File: src/rtl/stream_mux_rr.sv
// stream_mux_rr: 2**SIZE-channel valid/ready stream multiplexer.
// Round-robin arbitration picks one producer per beat. With LOCK=1 the grant
// is held from the first beat of a packet until its last beat. One registered
// output stage gives a 1-cycle input-to-output latency and full throughput
// while out_ready stays high.
module stream_mux_rr #(
  parameter  int WIDTH = 8,
  parameter  int SIZE  = 2,
  parameter  int LOCK  = 1,
  localparam int N     = 2 ** SIZE
) (
  input  logic               clk,
  input  logic               reset,
  input  logic [WIDTH*N-1:0] in_data,
  input  logic [N-1:0]       in_valid,
  input  logic [N-1:0]       in_last,
  output logic [N-1:0]       in_ready,
  output logic [WIDTH-1:0]   out_data,
  output logic               out_valid,
  output logic               out_last,
  input  logic               out_ready,
  output logic [SIZE-1:0]    out_select,
  output logic               locked
);

  typedef enum logic {
    ST_IDLE   = 1'b0,
    ST_LOCKED = 1'b1
  } state_e;

  // Lock FSM state
  state_e          state_q;
  logic [SIZE-1:0] lock_ch_q;
  logic            locked_q;

  // Output stage and arbitration pointer
  logic [WIDTH-1:0] out_data_q,   out_data_d;
  logic             out_valid_q,  out_valid_d;
  logic             out_last_q,   out_last_d;
  logic [SIZE-1:0]  out_select_q, out_select_d;
  logic [SIZE-1:0]  rr_ptr_q,     rr_ptr_d;

  // Arbitration results
  logic             load_en;
  logic [SIZE-1:0]  grant;
  logic             granted;
  logic             xfer;
  logic [WIDTH-1:0] sel_data;
  logic             sel_last;

  // The output register can take a new beat when empty or being drained.
  assign load_en = !out_valid_q || out_ready;

  // Pick the channel allowed to load: the locked channel mid-packet,
  // otherwise the first valid channel at or after rr_ptr (wrapping).
  always_comb begin
    logic [SIZE-1:0] cand;
    // NOTE: every variable written here gets a default first, so no path
    // leaves it unassigned and no latch is inferred.
    grant   = rr_ptr_q;
    granted = 1'b0;
    cand    = '0;
    if (state_q == ST_LOCKED) begin
      grant   = lock_ch_q;
      granted = 1'b1;
    end else begin
      // Walk from the farthest offset down so the nearest valid channel wins.
      for (int off = N - 1; off >= 0; off--) begin
        cand = rr_ptr_q + SIZE'(off);
        if (in_valid[cand]) begin
          grant   = cand;
          granted = 1'b1;
        end
      end
    end
  end

  // Only the granted channel sees ready, and nothing is accepted in reset.
  always_comb begin
    in_ready = '0;
    if (!reset && load_en && granted) begin
      in_ready[grant] = 1'b1;
    end
  end

  assign xfer     = |(in_ready & in_valid);
  assign sel_data = in_data[int'(grant)*WIDTH +: WIDTH];
  assign sel_last = in_last[grant];

  // Next state of the output stage and the round-robin pointer.
  always_comb begin
    out_data_d   = out_data_q;
    out_valid_d  = out_valid_q;
    out_last_d   = out_last_q;
    out_select_d = out_select_q;
    rr_ptr_d     = rr_ptr_q;
    if (load_en) begin
      // Drain leaves data/last/select untouched; only valid drops.
      out_valid_d = xfer;
      if (xfer) begin
        out_data_d   = sel_data;
        out_last_d   = sel_last;
        out_select_d = grant;
      end
    end
    if (xfer && (LOCK == 0 || sel_last)) begin
      // N is a power of two, so the SIZE-bit add wraps N-1 back to 0.
      rr_ptr_d = grant + 1'b1;
    end
  end

  // Output register and round-robin pointer.
  always_ff @(posedge clk or posedge reset) begin
    // NOTE: clocked state uses non-blocking assignments so every register
    // samples pre-edge values regardless of statement order.
    if (reset) begin
      out_data_q   <= '0;
      out_valid_q  <= 1'b0;
      out_last_q   <= 1'b0;
      out_select_q <= '0;
      rr_ptr_q     <= '0;
    end else begin
      out_data_q   <= out_data_d;
      out_valid_q  <= out_valid_d;
      out_last_q   <= out_last_d;
      out_select_q <= out_select_d;
      rr_ptr_q     <= rr_ptr_d;
    end
  end

  // Packet lock FSM: enter LOCKED on a non-last beat, leave on the last beat.
  always_ff @(posedge clk or posedge reset) begin
    if (reset) begin
      state_q   <= ST_IDLE;
      lock_ch_q <= '0;
      locked_q  <= 1'b0;
    end else if (LOCK != 0 && xfer) begin
      case (state_q)
        ST_IDLE: begin
          if (!sel_last) begin
            state_q   <= ST_LOCKED;
            lock_ch_q <= grant;
            locked_q  <= 1'b1;
          end
        end
        ST_LOCKED: begin
          // While locked, grant can only be lock_ch_q.
          if (sel_last) begin
            state_q  <= ST_IDLE;
            locked_q <= 1'b0;
          end
        end
      endcase
    end
  end

  assign out_data   = out_data_q;
  assign out_valid  = out_valid_q;
  assign out_last   = out_last_q;
  assign out_select = out_select_q;
  assign locked     = locked_q;

  // At most one producer is offered ready at a time.
  a_ready_onehot: assert property (@(posedge clk) disable iff (reset)
    $onehot0(in_ready));

  // Without packet locking the FSM never leaves IDLE.
  a_no_lock_when_disabled: assert property (@(posedge clk) disable iff (reset)
    (LOCK != 0) || !locked_q);

endmodule

File: config.mk
export PLATFORM = sky130hd
export DESIGN_NAME = stream_mux_rr
export DESIGN_NICKNAME = d
export VERILOG_FILES = /design/src/rtl/stream_mux_rr.sv
export SDC_FILE = /design/constraint.sdc
export NUM_CORES = 1
export LEC_CHECK = 0
export BUFFER_PORTS_ARGS = -buffer_cell sky130_fd_sc_hd__buf_4
export CAP_MARGIN = 20
export CORE_MARGIN = 5
export CORE_UTILIZATION = 51
export CTS_BUF_LIST = sky130_fd_sc_hd__clkbuf_4
export DETAILED_ROUTE_END_ITERATION = 6
export GPL_TIMING_DRIVEN = 1
export PLACE_DENSITY = 0.88
export SYNTH_ARGS = -nofsm -noshare
export SYNTH_HDL_FRONTEND = slang
export SYNTH_SLANG_ARGS = --single-unit
export TNS_END_PERCENT = 10
File: constraint.sdc
create_clock -name clk -period 3.7 [get_ports clk]
set_input_delay 0.185 -clock clk [delete_from_list [all_inputs] [get_ports clk]]
set_output_delay 0.185 -clock clk [all_outputs]
set_load 0.01 [all_outputs]
Yosys cells after proc, flatten, opt, wreduce, memory -nomap -nowiden --
Index checks and enable logic that the tools add are counted. W data, S select, Z words.
Storage, ports and cells: register bits after elaboration 18, bits of input ports 43, output and inout bits 17, logic and storage cells 62
Operators by class: add/subtract/negate cells 4, $lt $le $gt $ge 6, eq/ne operators 2, shift operators 1, muxes and demuxes 27, bitwise logic cells 3, reductions and logical operators 11
Operators by type and width (count):
- $shiftx A32 B6 Y8 | 1
- $lt A2 B3 Y1 const B | 5
- $mux W1 | 14
- $bmux W1 S2 | 5
- $mux W2 | 5
- $reduce_and A3 Y1 | 2
- $add A2 B1 Y2 const B | 2
- $add A2 B2 Y2 const B | 2
- $and A4 B4 Y4 | 1
- $logic_and A1 B1 Y1 | 4
- $mux W4 | 1
- $reduce_or A4 Y1 | 1
- $demux W1 S2 | 1
- $ge A2 B1 Y1 const B | 1
- $logic_not A1 Y1 | 2
- $ne A2 B1 Y1 const B | 1
- $ne A2 B2 Y1 const B | 1
- $not A1 Y1 | 2
- $pmux W1 S2 | 1
- $reduce_and A2 Y1 | 1
- $logic_or A1 B1 Y1 | 1

Logic depth before layout (Yosys ltp) --
Gate-level depths: netlist (run 1).
depth after elaboration 16, mapped depth 11, depth with buffers taken out 10

Worst setup path before layout (run 1) --
OpenSTA, ideal clock, no wires.
kind register -> register, start point register state_q, end point register rr_ptr_q[0], setup time 0.128 ns, arrival time 2.067 ns, data required time 3.572 ns, path slack 1.505 ns, cell stages (with the launch flop) 7, buffers on the path 0, period minus slack after synthesis 2.195 ns, path through dfrtp_1 > a221o_1 > o21a_4 > mux2i_1 > a211o_1 > a211oi_4 > mux2_1
Between the ends: cells in the longest elaborated chain, start to end 9, elaborated cells on any way between the ends 15, classes of those cells 1 x add/sub; 2 x order compare; 7 x mux; 1 x bitwise; 4 x reduce/logical
Ends and longest elaborated chain:
- start: declaration | line 32 | state_e state_q;
- start signal: assignment | line 134 | state_q <= ST_IDLE;
- start signal: assignment | line 141 | state_q <= ST_LOCKED;
- start signal: assignment | line 149 | state_q <= ST_IDLE;
- $mux W2 | line 63 | if (state_q == ST_LOCKED) begin
- $lt A2 B3 Y1 (not written as such) or $ge A2 B1 Y1 (tied branches) | line 82 | in_ready[grant] = 1'b1;
- $logic_and A1 B1 Y1 (not written as such) | line 82
- $mux W1 (not written as such) | line 82
- $demux W1 S2 | line 82
- $mux W4 | line 81 | if (!reset && load_en && granted) begin
- $and A4 B4 Y4 | line 86 | assign xfer = |(in_ready & in_valid);
- $reduce_or A4 Y1 | line 86
- $logic_and A1 B1 Y1 | line 106 | if (xfer && (LOCK == 0 || sel_last)) begin
- end signal: assignment | line 127 | rr_ptr_q <= rr_ptr_d;
- end: declaration | line 41 | logic [SIZE-1:0] rr_ptr_q, rr_ptr_d;
Parallel ways exist; a longest one is shown, timed or not. The select of a mux whose other input is x is not followed. A chain may end at the register's enable or synchronous reset.

Final worst setup path (run 1) --
start point register rr_ptr_q[1], end point register lock_ch_q[0]
Between the ends: cells in the longest elaborated chain, start to end 16, elaborated cells on any way between the ends 34, classes of those cells 3 x add/sub; 2 x order compare; 23 x mux; 2 x bitwise; 4 x reduce/logical
Ends and longest elaborated chain:
- $add A2 B2 Y2 | line 69 | cand = rr_ptr_q + SIZE'(off);
- $bmux W1 S2 | line 70 | if (in_valid[cand]) begin
- $mux W1 (not written as such) | line 70
- $mux W2 (4 in a row) | line 70
- $mux W2 | line 63
- $lt A2 B3 Y1 (not written as such) or $ge A2 B1 Y1 (tied branches) | line 82
- $logic_and A1 B1 Y1 (not written as such) | line 82
- $mux W1 (not written as such) | line 82
- $demux W1 S2 | line 82
- $mux W4 | line 81
- $and A4 B4 Y4 | line 86
- $reduce_or A4 Y1 | line 86
- $reduce_and A3 Y1 (no source line)
- end signal: assignment | line 142 | lock_ch_q <= grant;
- end: declaration | line 33 | logic [SIZE-1:0] lock_ch_q;
Parallel ways exist; a longest one is shown, timed or not. The select of a mux whose other input is x is not followed.

==> flow_metrics.tcl, run 1 <==
set metrics [dict create \
    fin_ws_ns 0.920 \
    cp.required_ns 3.86 \
    via_count 1204 \
    max_slew_margin_pct 55.1 \
    place_ws_ns 0.980 \
    cts_sinks 18 \
    dp_hpwl_mm 2.51 \
    wl_mm 3.11 \
    postCtsResizedCells 0 \
    clk_latency_ns 0.29 \
    drive_gt1_share_pct 41.5 \
    clk_pin_slew_ns 0.10 \
    outcome "complete, but fails checks" \
    power_switching_w 0.000575 \
    violations "negative hold slack" \
    postCtsSetupRepairBufs 0 \
    grt_usage_pct 19.5 \
    numPortBuffers 59 \
    leakage_nw 0.880 \
    final.min_clock_period_ns 2.78 \
    wire_per_inst_um 14.8 \
    switching_share_pct 43.4 \
    cp-start-kind "flip-flop" \
    cts_inserted_buffers 3 \
    grt_max_degree 19 \
    antenna_cells 0 \
    final_util_pct 75.9 \
    io-pin-count 60 \
    netlist_area_um2 1210 \
    wl_met2_mm 1.48 \
    ctsHtreeMaxLevel 1 \
    cp-end-kind "flip-flop" \
    ctsLongestPathBuffers 2 \
    tightest_slew_ns 0.672 \
    top_layer_used "met4" \
    crit_start "rr_ptr_q[1]$_DFFE_PP0P_" \
    path_class "reg -> reg" \
    core_um2 2230 \
    p_seq_share_pct 27.4 \
    reg2reg_from "rr_ptr_q[1]$_DFFE_PP0P_" \
    power_frac_clock_pct 7.4 \
    grt_pass1_vias 1320 \
    finalSetupViolCount 0 \
    syn_to_final_growth_pct 40.3 \
    fmax_mhz 360 \
    p_int_w 0.000750 \
    whs_ns -0.00529 \
    rsz0062_at_grt "no" \
    syn-instance-count 124 \
    period_share_pct 75.1 \
    rows 17 \
    ys_ff_latch 18 \
    clockRootBuffer "clkbuf_4" \
    start_util_pct 54.1 \
    cts_tree "yes" \
    grt_pass1_wl_mm 5.35 \
    drc_errors 0 \
    ir_drop_uv 489 \
    hold_class "in -> async" \
    avgSynthCellArea_um2 9.75 \
    ys_types 32 \
    met3_length_um 324 \
    drtPass1Iterations 4 \
    hold_buffers 0 \
    die_h_um 58.7 \
    finalClockSkew_ns 0.00717 \
    ys_warn_count 0 \
    crit_arrival_ns 2.94 \
    power.density_nw_per_um2 781 \
    cp_max_fo 18 \
    wl_met1_mm 1.24 \
    grt_overflow 0 \
    drt-initial-drc-count 47 \
    nNetsFinal 228 \
    maxCapViolations 0 \
    drtAntennaViolNets 0 \
    dieArea_um2 3440 \
    hold_violations 8 \
    drv_slew 0 \
    pwr-share-comb_pct 65.2 \
    fin_tns_setup_ns 0 \
    place_congestion 0.820 \
    die_w_um 58.7 \
    vias_per_cell 5.71 \
    syn-num-nets 168 \
    seq_area_frac_synth_pct 37.3 \
    antenna_found_initial 0 \
    p_total_w 0.00132 \
]
-- power groups by stage --
stage / Sequential (W) / Combinational [W] / Clock, W
after detailed placement: 0.000362 / 0.000865 / 0
after global routing: 0.000376 / 0.000943 / 0.000111
after CTS: 0.000360 / 0.000869 / 0.000100
final: 0.000363 / 0.000864 / 0.0000984
after floorplan: 0.000379 / 0.000583 / 0
after global placement: 0.000358 / 0.000840 / 0
-- area by class of cell --
cell class | count | area [um^2]
Tap cell | 28 | 35.0
Fill cell | 155 | 538
Sequential cell | 18 | 450
Multi-Input combinational cell | 95 | 707
Clock buffer | 3 | 22.5
Timing Repair Buffer | 61 | 458
Inverter | 5 | 18.8
Clock inverter | 1 | 3.75
-- worst paths after layout --
kind | slack, ns | depth (start not counted) | to
min in group clk | 0.18 | 3 | out_valid$_DFFE_PP0N_
min reg2reg | 0.51 | 1 | out_last$_DFFE_PP0P_
max reg2reg | 0.92 | 9 | lock_ch_q[0]$_DFFE_PP0P_
max in group asynchronous | 3.27 | 2 | out_data[5]$_DFFE_PP0P_
min | -0.005 | 2 | out_data[3]$_DFFE_PP0P_
max | 0.92 | 9 | lock_ch_q[0]$_DFFE_PP0P_
-- per-layer routing --
| layer | vias to the layer above | global-route usage, % |
|---|---|---|
| met5 | - | 0 |
| met4 | 0 | 7.77 |
| met3 | 10 | 4.17 |
| met2 | 78 | 32.7 |
| met1 | 551 | 24.6 |
| li1 | 565 | - |
-- cell usage in the layout (no fill, tap or decap), types with 5 or more instances in the layout --
cell type  Yosys  layout
mux2_2         8       8
o21ai_1       10      10
nor3_1         5       5
mux2i_1       20      20
o21ai_0        8       8
dfrtp_1       18      18
nand2_1       13      13
buf_4          0      61
inv_1          5       5
-- critical path, cell delays in order, from the launching register on --
cell and delay [ns]:
dfrtp_1 0.44, inv_1 0.12, a21oi_1 0.08, o2111ai_1 0.30, and2_1 0.41, buf_4 0.35
a211o_1 0.46, buf_4 0.27, or2_0 0.15, o21ai_0 0.08
-- through the flow --
step	cell area (um^2)	instances
6_report	1700	211
5_1_grt	1700	211
4_1_cts	1700	211
3_5_place_dp	1670	207
3_3_place_gp	1670	207
2_1_floorplan	1210	124
-- cell families (layout without fill, tap and decap cells) --
| logic type | after synthesis | after routing | synth area share, % |
|---|---|---|---|
| fa+ha+maj | 1 | 1 | 1.04 |
| compound gates | 36 | 36 | 20.9 |
| xor+xnor | 1 | 1 | 0.725 |
| simple gates | 28 | 28 | 10.9 |
| flops | 18 | 18 | 37.3 |
| buf+inv | 11 | 70 | 4.24 |
| mux | 29 | 29 | 24.9 |
-- Yosys cell counts --
master     number  share of area, %
o21ai_0         8               3.3
or2_0           1              0.52
nor4_1          1              0.52
nor3_1          5               2.1
o2111ai_1       1              0.72
o21ai_1        10               4.1
xnor2_1         1              0.72
nor2b_1         4               2.1
buf_2           2              0.83
nand2_1        13               4.0
ha_1            1               1.0
buf_6           1              0.93
nand2b_1        1              0.52
a21oi_1         4               1.7
mux2i_1        20                17
mux2_2          8               7.5
nor2_1          2              0.62
o31ai_1         1              0.62
a21o_1          2               1.2
mux2_1          1              0.93
a221o_1         1              0.83
clkbuf_1        3              0.93
inv_1           5               1.6
a221oi_1        1              0.72
a211o_1         2               1.4
o21a_4          1               1.2
a211oi_2        1               1.0
dfrtp_1        18                37
a211oi_4        1               1.7
a21boi_0        2               1.2
o31ai_2         1               1.0
and2_1          1              0.52
-- registers in the layout, indices dropped and copies added, names as in the netlist --
name,cells
out_data,8
out_last,1
locked,1
state_q,1
lock_ch_q,2
rr_ptr_q,2
out_select,2
out_valid,1
Power figures use the tool's default switching activity.
==> run 2: changes to the inputs <==
ABC_AREA = 1   (was not set)
CORE_UTILIZATION = 49   (was 51)
PLACE_DENSITY = 0.82   (was 0.88)
clock period = 2.6 ns   (was 3.7 ns; I/O delays follow)
==> run 2 against run 1 <==
The run now ends clean. Area after synthesis grew 15%. Sequential power grew 44%. Die area grew 16%. Clock power grew 46%. Critical path depth grew 11. First-iteration DRC count grew 55%. Worst hold slack gained 0.086 ns. Worst setup slack lost 0.79 ns.
==> flow_metrics.tcl, run 2 <==
set metrics [dict create \
    outcome "finished, final reports clean" \
    ctsLongestPathBuffers 2 \
    final_cell_mix "nand2_1, buf_4, inv_1, dfrtp_1, nor2_1" \
    p_seq_share_pct 19.9 \
    pwr-share-comb_pct 74.6 \
    dieArea_um2 4010 \
    rows 19 \
    leakage_nw 1.10 \
    netlist_area_um2 1390 \
    place_congestion 0.877 \
    nFillCells 227 \
    antenna_cells 0 \
    tightest_slew_ns 0.453 \
    power_switching_w 0.00136 \
    synth_area_leaders "dfrtp_1, nand2_1, o21ai_0" \
    crit_arrival_ns 2.66 \
    drtAntennaViolNets 0 \
    p_int_w 0.00127 \
    finalSetupViolCount 0 \
    critical_path.top_delay_family "simple AND/OR/NAND/NOR gates" \
    path_class "reg -> reg" \
    r2r_setup_slack_ns 0.13 \
    ir_drop_uv 852 \
    hold_violations 0 \
    placed_cells 302 \
    synth_commonest_cells "nand2_1, dfrtp_1, inv_1" \
    clk_latency_ns 0.30 \
    multi_input_area_um2 842 \
    ys_ff_latch 18 \
    wire_per_inst_um 12.8 \
    cp_slowest_cell "dfrtp_2" \
    async_reset_ff_share_pct 100 \
    worst_path_largest_cell_delay_ns 0.46 \
    core_um2 2730 \
    cts_tree "yes" \
    nNetsFinal 327 \
    drive_gt1_share_pct 35.5 \
    io-pin-count 60 \
    numPortBuffers 59 \
    syn-instance-count 214 \
    post_dp_cell_area_um2 1860 \
    crit_top_cell "nand2_1" \
    hold_class "in -> reg" \
    grt_pass1_vias 1530 \
    clk_pin_slew_ns 0.10 \
    reg2reg_depth 20 \
    ys_warn_count 0 \
    vias_per_cell 5.19 \
    drtPass1Iterations 4 \
    clockRootBuffer "clkbuf_4" \
    fmax_mhz 405 \
    synth_top_flop_cell "dfrtp_1" \
    drc_errors 0 \
    start_util_pct 51.0 \
    cts_inserted_buffers 3 \
    critPathBufInv 4 \
    largest_reg_flops 8 \
    grt_pass1_wl_mm 6.42 \
    synth-edff-count 0 \
    syn-num-nets 258 \
    wl_mm 4.02 \
    maxCapViolations 0 \
    final_util_pct 72.4 \
    yosysMostFrequentCell "nand2_1" \
    via_count 1624 \
    drt-initial-drc-count 73 \
    place_ws_ns 0.0338 \
    grt_usage_pct 19.3 \
    cp_cell_sequence "buf_4, nand2_1, o21ai_2, nand2_1, nand3_1, nand2_1, nand2_2, nand2_1, nand2_1, nand2_4, buf_8, nand2_1, nand3_1, nand3_2, inv_1, ha_1, inv_1, o21ai_0, nand2_1, nand2_1" \
    finalClockSkew_ns 0.00555 \
    power_frac_clock_pct 5.5 \
    grt_overflow 0 \
    fin_area_um2 1980 \
    period_share_pct 94.9 \
    netlist.area_leader.share_pct 32.3 \
    ys_types 27 \
    power.density_nw_per_um2 1330 \
    cts_sinks 18 \
    avgSynthCellArea_um2 6.51 \
    endpoint "locked$_DFFE_PP0P_" \
    seqCellArea_um2 453 \
    layout_commonest_cell "nand2_1" \
    switching_share_pct 51.6 \
    final.min_clock_period_ns 2.47 \
    antenna_found_initial 0 \
    stdcell_count 313 \
    max_slew_margin_pct 69.7 \
    rsz0062_at_grt "yes" \
    cp-start-kind "flip-flop" \
    cp_max_fo 11 \
    grt_max_degree 19 \
    crit_start "rr_ptr_q[0]$_DFFE_PP0P_" \
    synth_top_area_cell "dfrtp_1" \
    rr_endpoint "locked$_DFFE_PP0P_" \
    reg2reg_from "rr_ptr_q[0]$_DFFE_PP0P_" \
    dp_hpwl_mm 3.17 \
    cp-end-kind "flip-flop" \
    syn_to_final_growth_pct 42.0 \
    cp.depth 20 \
    cp.required_ns 2.79 \
    p_total_w 0.00263 \
    seq_area_frac_synth_pct 32.3 \
    die_h_um 63.3 \
    die_w_um 63.3 \
    ctsHtreeMaxLevel 1 \
    fin_ws_ns 0.132 \
    drv_slew 0 \
]
run 2: cell types whose count changed after synthesis, sizes merged, moves of 6 or more:
| cell | change |
|---|---|
| inv | +14 |
| mux2 | -9 |
| mux2i | -20 |
| nand2 | +89 |
| nand3 | +14 |
| nand4 | +6 |
| nor2 | +16 |
| o211ai | +8 |
run 2: power by group through the flow:
stage          logic [W]  clock network (W)  registers (W)
2_1_floorplan    0.00128                  0       0.000538
3_3_place_gp     0.00176                  0       0.000526
3_5_place_dp     0.00178                  0       0.000528
4_1_cts          0.00179           0.000144       0.000524
5_1_grt          0.00220           0.000161       0.000542
6_report         0.00196           0.000144       0.000524
run 2: logic make-up after synthesis:
logic type / Yosys count / share of synthesized area [%]
AO/OA/AOI/OAI: 26 / 12.1
adder cells (fa/ha/maj): 1 / 0.898
buffers and inverters: 26 / 9.16
flip-flops: 18 / 32.3
AND/OR/NAND/NOR: 143 / 45.5
run 2: metrics by stage:
| step | hold slack, ns | setup TNS [ns] |
|---|---|---|
| final | 0.0805 | 0 |
| after detailed placement | 0.194 | 0 |
| after CTS | 0.0834 | 0 |
| after global routing | 0.107 | -0.121 |
| after global placement | 0.194 | 0 |
| after floorplan | 0.0769 | 0 |
run 2: final cells by class:
cell class / instances / share of cell area (%)
tap: 31 / 1.96
sequential: 18 / 22.9
inverter: 20 / 4.05
clock buffer: 3 / 1.14
multi-input combinational: 170 / 42.5
clock inverter: 1 / 0.190
timing repair buffer: 70 / 27.2
run 2: worst min-delay path by stage:
| stage | from | endpoint | slack (ns) | cells past startpoint |
|---|---|---|---|---|
| after floorplan | reset | lock_ch_q[0]$_DFFE_PP0P_ | 0.08 | 1 |
| after global placement | reset | out_valid$_DFFE_PP0N_ | 0.19 | 3 |
| after detailed placement | reset | out_valid$_DFFE_PP0N_ | 0.19 | 3 |
| after CTS | out_ready | out_valid$_DFFE_PP0N_ | 0.08 | 4 |
| after global routing | out_ready | out_valid$_DFFE_PP0N_ | 0.11 | 4 |
| final | out_ready | out_valid$_DFFE_PP0N_ | 0.08 | 4 |
run 2: routing by layer:
metal  wire (um)  track usage, %  vias to the layer above
met1        1610            22.4                      726
met3         406            7.64                        7
met5           0               0                        -
li1            -               -                      821
met4          25            3.12                        0
met2        1980            33.8                       70
run 2: timing repair:
item / CTS / global route
setup endpoints to repair: 0 / 14
hold endpoints to repair: 18 / 0
gates resized for setup: 0 / 13
buffers inserted: 0 / 6
hold buffers: 1 / 0
run 2: worst reg2reg max path: cells and delay by family (launching register included):
kind / cells / cell delay [ns]
AO/OA/AOI/OAI: 2 / 0.15
adder cells (fa/ha/maj): 1 / 0.26
buffers and inverters: 4 / 0.45
flip-flops: 1 / 0.46
AND/OR/NAND/NOR: 13 / 1.04
